==> config.mk <==
export PLATFORM = sky130hd
export DESIGN_NAME = dmem_arbiter
export DESIGN_NICKNAME = d
export VERILOG_FILES = /design/src/rtl/dmem_arbiter.sv
export SDC_FILE = /design/constraint.sdc
export NUM_CORES = 1
export LEC_CHECK = 0
export CORE_AREA = 4 4 115 117
export DETAILED_ROUTE_END_ITERATION = 7
export DIE_AREA = 0 0 119 121
export PLACE_DENSITY = 0.78
export SLEW_MARGIN = 20
export SYNTH_ARGS = -nofsm -noshare
export SYNTH_HDL_FRONTEND = slang
export SYNTH_SLANG_ARGS = --single-unit
==> constraint.sdc <==
create_clock -name clk -period 2.45 [get_ports clk]
set_clock_uncertainty 0.2 [all_clocks]
set_input_delay 0.49 -clock clk [delete_from_list [all_inputs] [get_ports clk]]
set_output_delay 0.49 -clock clk [all_outputs]
set_load 0.03 [all_outputs]
==> src/rtl/dmem_arbiter.sv <==
// dmem_arbiter: shares one single-ported, synchronous-read data memory
// between the CPU load/store path and the host (sensor/loader) port.
// Every access runs through ACCESS (grant + memory strobe) and RESP
// (response with the memory's registered read data), so neither requester
// ever drives the memory directly.
// Build option: define ARB_ROUND_ROBIN_EN to break ties round-robin;
// left undefined, the CPU wins every tie (fixed priority).
module dmem_arbiter #(
    parameter int ADDR_W = 32,
    parameter int DATA_W = 32
) (
    input  logic              clk,
    input  logic              reset_n,
    // CPU requester
    input  logic              cpu_req,
    input  logic              cpu_we,
    input  logic [ADDR_W-1:0] cpu_addr,
    input  logic [DATA_W-1:0] cpu_wdata,
    output logic              cpu_gnt,
    output logic              cpu_rvalid,
    output logic [DATA_W-1:0] cpu_rdata,
    // host requester
    input  logic              host_req,
    input  logic              host_we,
    input  logic [ADDR_W-1:0] host_addr,
    input  logic [DATA_W-1:0] host_wdata,
    output logic              host_gnt,
    output logic              host_rvalid,
    output logic [DATA_W-1:0] host_rdata,
    // data memory port
    output logic              mem_we,
    output logic [ADDR_W-1:0] mem_addr,
    output logic [DATA_W-1:0] mem_wdata,
    input  logic [DATA_W-1:0] mem_rdata,
    // status
    output logic              owner,
    output logic              busy
);

    typedef enum logic [1:0] {
        IDLE   = 2'd0,
        ACCESS = 2'd1,
        RESP   = 2'd2
    } state_t;

    state_t            state;
    logic              we_q;      // latched direction of the transaction in flight
    logic [ADDR_W-1:0] addr_q;
    logic [DATA_W-1:0] wdata_q;
    logic              any_req;
    logic              pick_host; // winner if this edge is an arbitration edge
    logic              arb_edge;

    assign any_req  = cpu_req | host_req;
    assign arb_edge = (state != ACCESS);

`ifdef ARB_ROUND_ROBIN_EN
    logic last_host; // 1: host was granted most recently

    // Round-robin winner: on a tie, favour whoever was not granted last
    // NOTE: one unconditional assignment covers every path, so no latch can be inferred.
    always_comb pick_host = host_req & (~cpu_req | ~last_host);

    // Pointer follows every grant, contested or not; reset leaves CPU as "last"
    always_ff @(posedge clk or negedge reset_n) begin
        if (!reset_n)
            last_host <= 1'b0;
        else if (arb_edge && any_req)
            last_host <= pick_host;
    end
`else
    // Fixed-priority winner: host only when the CPU is not asking
    // NOTE: one unconditional assignment covers every path, so no latch can be inferred.
    always_comb pick_host = host_req & ~cpu_req;
`endif

    // Transaction FSM; every control output is a register so it is glitch-free
    // and the async reset clears mem_we the instant reset_n falls
    always_ff @(posedge clk or negedge reset_n) begin
        if (!reset_n) begin
            state       <= IDLE;
            cpu_gnt     <= 1'b0;
            host_gnt    <= 1'b0;
            cpu_rvalid  <= 1'b0;
            host_rvalid <= 1'b0;
            mem_we      <= 1'b0;
            busy        <= 1'b0;
            owner       <= 1'b0;
            // NOTE: the latched request is reset because it is visible on mem_addr/mem_wdata.
            we_q        <= 1'b0;
            addr_q      <= '0;
            wdata_q     <= '0;
        end else begin
            // NOTE: non-blocking assignments only; pulses default low and are raised below.
            cpu_gnt     <= 1'b0;
            host_gnt    <= 1'b0;
            cpu_rvalid  <= 1'b0;
            host_rvalid <= 1'b0;
            mem_we      <= 1'b0;
            case (state)
                IDLE, RESP: begin
                    if (any_req) begin
                        state    <= ACCESS;
                        owner    <= pick_host;
                        we_q     <= pick_host ? host_we    : cpu_we;
                        addr_q   <= pick_host ? host_addr  : cpu_addr;
                        wdata_q  <= pick_host ? host_wdata : cpu_wdata;
                        mem_we   <= pick_host ? host_we    : cpu_we;
                        cpu_gnt  <= ~pick_host;
                        host_gnt <= pick_host;
                        busy     <= 1'b1;
                    end else begin
                        state <= IDLE;
                        busy  <= 1'b0;
                    end
                end
                ACCESS: begin
                    state       <= RESP;
                    cpu_rvalid  <= ~owner;
                    host_rvalid <= owner;
                    busy        <= 1'b1;
                end
                default: begin
                    state <= IDLE;
                    busy  <= 1'b0;
                end
            endcase
        end
    end

    // Memory port shows the last latched request; strobe is mem_we above
    assign mem_addr  = addr_q;
    assign mem_wdata = wdata_q;

    // Read data only exists in RESP (memory registers it on the ACCESS->RESP edge),
    // so it is steered through here; stores and idle cycles return 0
    assign cpu_rdata  = (cpu_rvalid  && !we_q) ? mem_rdata : '0;
    assign host_rdata = (host_rvalid && !we_q) ? mem_rdata : '0;

endmodule

* Yosys cells after proc, flatten, opt, wreduce, memory -nomap -nowiden
Index checks and enable logic that the tools add are counted.
** Storage, ports and cells
- Bits in registers :: 74
- Bits of input ports :: 166
- Output and inout bits :: 135
** Operators by class
- Equal/unequal tests :: 2
- Multiplexer cells :: 17
- Bitwise logic cells :: 5
- Reduce and logical (&&, ||, !) cells :: 6
** Operators by type and width (count)
- 32-bit 2-to-1 mux :: 4
- 1-bit 2-to-1 mux :: 11
- 2-bit case mux with 2 select lines :: 1
- 1-bit NOT :: 3
- 2-bit by 1-bit == test with 1-bit output, second input constant :: 1
- 2-bit == test, second input constant :: 1
- 1-bit logical AND :: 2
- 2-bit logical NOT :: 1
- 1-bit case mux with 2 select lines :: 1
- 2-bit AND reduction :: 1
- 2-bit OR reduction :: 1
- 1-bit AND :: 1
- 1-bit logical NOT :: 1
- 1-bit bitwise OR :: 1

* Depth between registers and ports, before layout
- Depth after elaboration :: 5
- Mapped depth :: 5

* Worst setup path before layout
Ideal clock, no wire load.
- Kind :: flip-flop to output port
- Start point :: register cpu_rvalid
- End point :: output port cpu_rdata[10]
- Arrival time :: 1.286 ns
- Path slack :: 0.474 ns
- Cell stages (with the launch flop) :: 4
- Buffers on the path :: 1
- Cells stage by stage :: dfrtp_1 > nor2b_1 > clkbuf_1 > and2_1
** On the way
- Longest elaborated chain between the ends :: 2
** Ends and longest elaborated chain
- from (decl) :: RTL line 20 : output logic cpu_rvalid,
- from (signal assigned) :: RTL line 119 : cpu_rvalid <= ~owner;
- 1-bit logical AND :: RTL line 137 : assign cpu_rdata = (cpu_rvalid && !we_q) ? mem_rdata : '0;
- 32-bit 2-to-1 mux :: RTL line 137
- to (decl) :: RTL line 21 : output logic [DATA_W-1:0] cpu_rdata,
No other way between the ends.

* Worst setup path after layout
- Start point :: register we_q
- End point :: output port cpu_rdata[0]
** On the way
- Longest elaborated chain between the ends :: 3
** Ends and longest elaborated chain
- from (decl) :: RTL line 47 : logic we_q;
- from (signal assigned) :: RTL line 105 : we_q <= pick_host ? host_we : cpu_we;
- 1-bit logical NOT :: RTL line 137
- 1-bit logical AND :: RTL line 137
- 32-bit 2-to-1 mux :: RTL line 137
No other way between the ends.

==> reports/results.ini <==
[status]
violations=design-rule violations
status=finished, violations left

[cells_and_area]
syn_to_final_growth_pct=84.6
final_common_cell=clkdlybuf4s50_1
final_nets=902
final.fill_count=1055
drive_above_1_share=0.123
final_cell_mix=235 x clkdlybuf4s50_1, 132 x inv_1, 73 x dfrtp_1, 66 x and2_1

[clock_network]
clkLatencyLatePin_ns=0.32
cts-root-buf=clkbuf_16
postCtsSetupBuffers=0
holdBufCountCts=1
cts-resized-gates=0
cts.sinks=74
cts_tree=yes
clk_pin_slew_ns=0.05
clock_path_buffers=2
htreeDepth=3
cts_made_buffers=9

[grt]
overflow=0
grt_pass1_wl_mm=22.7
antenna_found_initial=1
first_global_vias=4360
grt_start_max_net_pins=68
grtUsageTotal=0.197

[sta]
fin_crit_ns=2.10
tightest_slew_ns=0.444
setup_viol=0
fin_crit_sh=0.858
whs_ns=0.257
fin_ws_ns=0.348
fmax_mhz=476
relSlewSlack=0.704
rsz0062_at_grt=no
timing.final.hold_violations=0
setup_tns_ns=0
drv_slew=0

[routing]
wl_met2_mm=7.83
dr.pass1.iters=8
drt-total-wl_mm=14.7
route.detailed.drc=16
ant_nets=0
wl_met3_mm=1.20
top_layer_used=met4
drt-initial-drc-count=416
via_count=4350
post_drt_wl_per_cell_um=16.0
met1Wirelength_mm=5.20
viasPerCell=4.76

[critical_path]
slowest_delay_ns=0.39
cp_slowest_cell=dfrtp_1
cp-end-kind=output port
crit_path_cell_trace=nor2b_1, buf_4, and2_1, buf_12
crit_buf_inv=2
critPathKind=flop to output port
required_ns=1.76
worstPathArrival_ns=1.41
worstPathMaxFanout=32
path_delay_family=flip-flops
start_kind=flop

[flow_run]
maxCapViolCount=0

[power_and_ir_drop]
power_density_nw_per_um2=647
p_leak_uw=0.00361
worst_ir_drop_vdd_v=0.000401

[die]
rows=41
dieWidth_um=119
die_h_um=121
pin_count=301
initial_core_util=0.319
die_area_um2=14400
core_um2=12400

[placement]
pre_cts_ws_ns=0.247
dp_hpwl_mm=11.3
port_buffers=300
routabilityCongestion=0.853

[synth]
yosysWarnings=0
syn_avg_cell_area_um2=8.74
synth.cell_area_um2=3940
netlist_instances=451
synth.largest_area_cell=dfrtp_1
synth_area_leaders=dfrtp_1 47%, a222oi_1 17%, inv_1 13%
syn_nets=617
synth_top_area_frac=0.470
synth-seq-cells=74
synth.distinct_cells=16
ys_seq_area_frac=0.470

[min_path]
min_path_type=flop to flop

-- where the power goes --
group          switching (µW)  total [µW]  internal, µW  leakage (µW)
Clock                     469        1230           766      0.000143
Sequential                123        1560          1440      0.000825
Combinational            1030        1910           886       0.00265
Total                    1620        4710          3090       0.00361
-- layout make-up --
cell class | instances | area (µm²) | area share
antenna | 1 | 2.50 | 0.000344
timing repair buffer | 309 | 3010 | 0.414
multi-input combinational | 210 | 1420 | 0.195
sequential | 74 | 1850 | 0.255
clock buffer | 14 | 274 | 0.0377
inverter | 132 | 495 | 0.0681
clock inverter | 2 | 10.0 | 0.00138
tap | 172 | 215 | 0.0296
-- per-layer routing --
layer | GRT usage | vias up
li1 | - | 2042
met1 | 0.217 | 2039
met2 | 0.361 | 245
met3 | 0.0462 | 24
met4 | 0.0862 | 0
met5 | 0 | -
-- final timing paths --
| check | endpoint | start | slack (ns) | depth (start not counted) |
|---|---|---|---|---|
| max | cpu_rdata[0] | we_q | 0.35 | 4 |
| min reg2reg | state[1] | state[1] | 0.26 | 1 |
| min | state[1] | state[1] | 0.26 | 1 |
| max in group asynchronous | mem_addr[24] | reset_n | 1.01 | 3 |
| min in group asynchronous | mem_wdata[28] | reset_n | 0.44 | 2 |
| max reg2reg | mem_addr[27] | state[0] | 0.83 | 4 |
-- synthesized netlist by cell type (all sizes together) --
| cell type | number |
|---|---|
| nor3 | 1 |
| and2 | 66 |
| clkbuf | 20 |
| o21bai | 1 |
| nand2 | 1 |
| inv | 132 |
| buf | 15 |
| nand3b | 1 |
| a222oi | 65 |
| nor2 | 65 |
| nor2b | 6 |
| a21oi | 3 |
| nand2b | 1 |
| dfrtp | 74 |
-- through the flow --
stage          cells  utilization  instance area (µm²)  total power [µW]
2_1_floorplan    451            -                 3940              2550
3_3_place_gp     896        0.565                 6980              3460
3_5_place_dp     896        0.565                 6980              3500
4_1_cts          913        0.588                 7270              4770
5_1_grt          914        0.589                 7280              4950
6_report         914        0.589                 7280              4710
-- registers in the layout, summed over array words and instances (netlist names) --
name / count
we_q: 1
cpu_rvalid: 1
busy: 1
owner: 1
mem_we: 1
state: 2
cpu_gnt: 1
host_rvalid: 1
mem_addr: 32
host_gnt: 1
mem_wdata: 32
-- kinds of logic after synthesis --
logic type             count (synthesis)  synth area share
AOI/OAI and AO/OA                     69             0.174
buffers and inverters                167             0.175
DFF                                   74             0.470
and+or+nand+nor                      141             0.182
(Power assumes the default switching activity.)
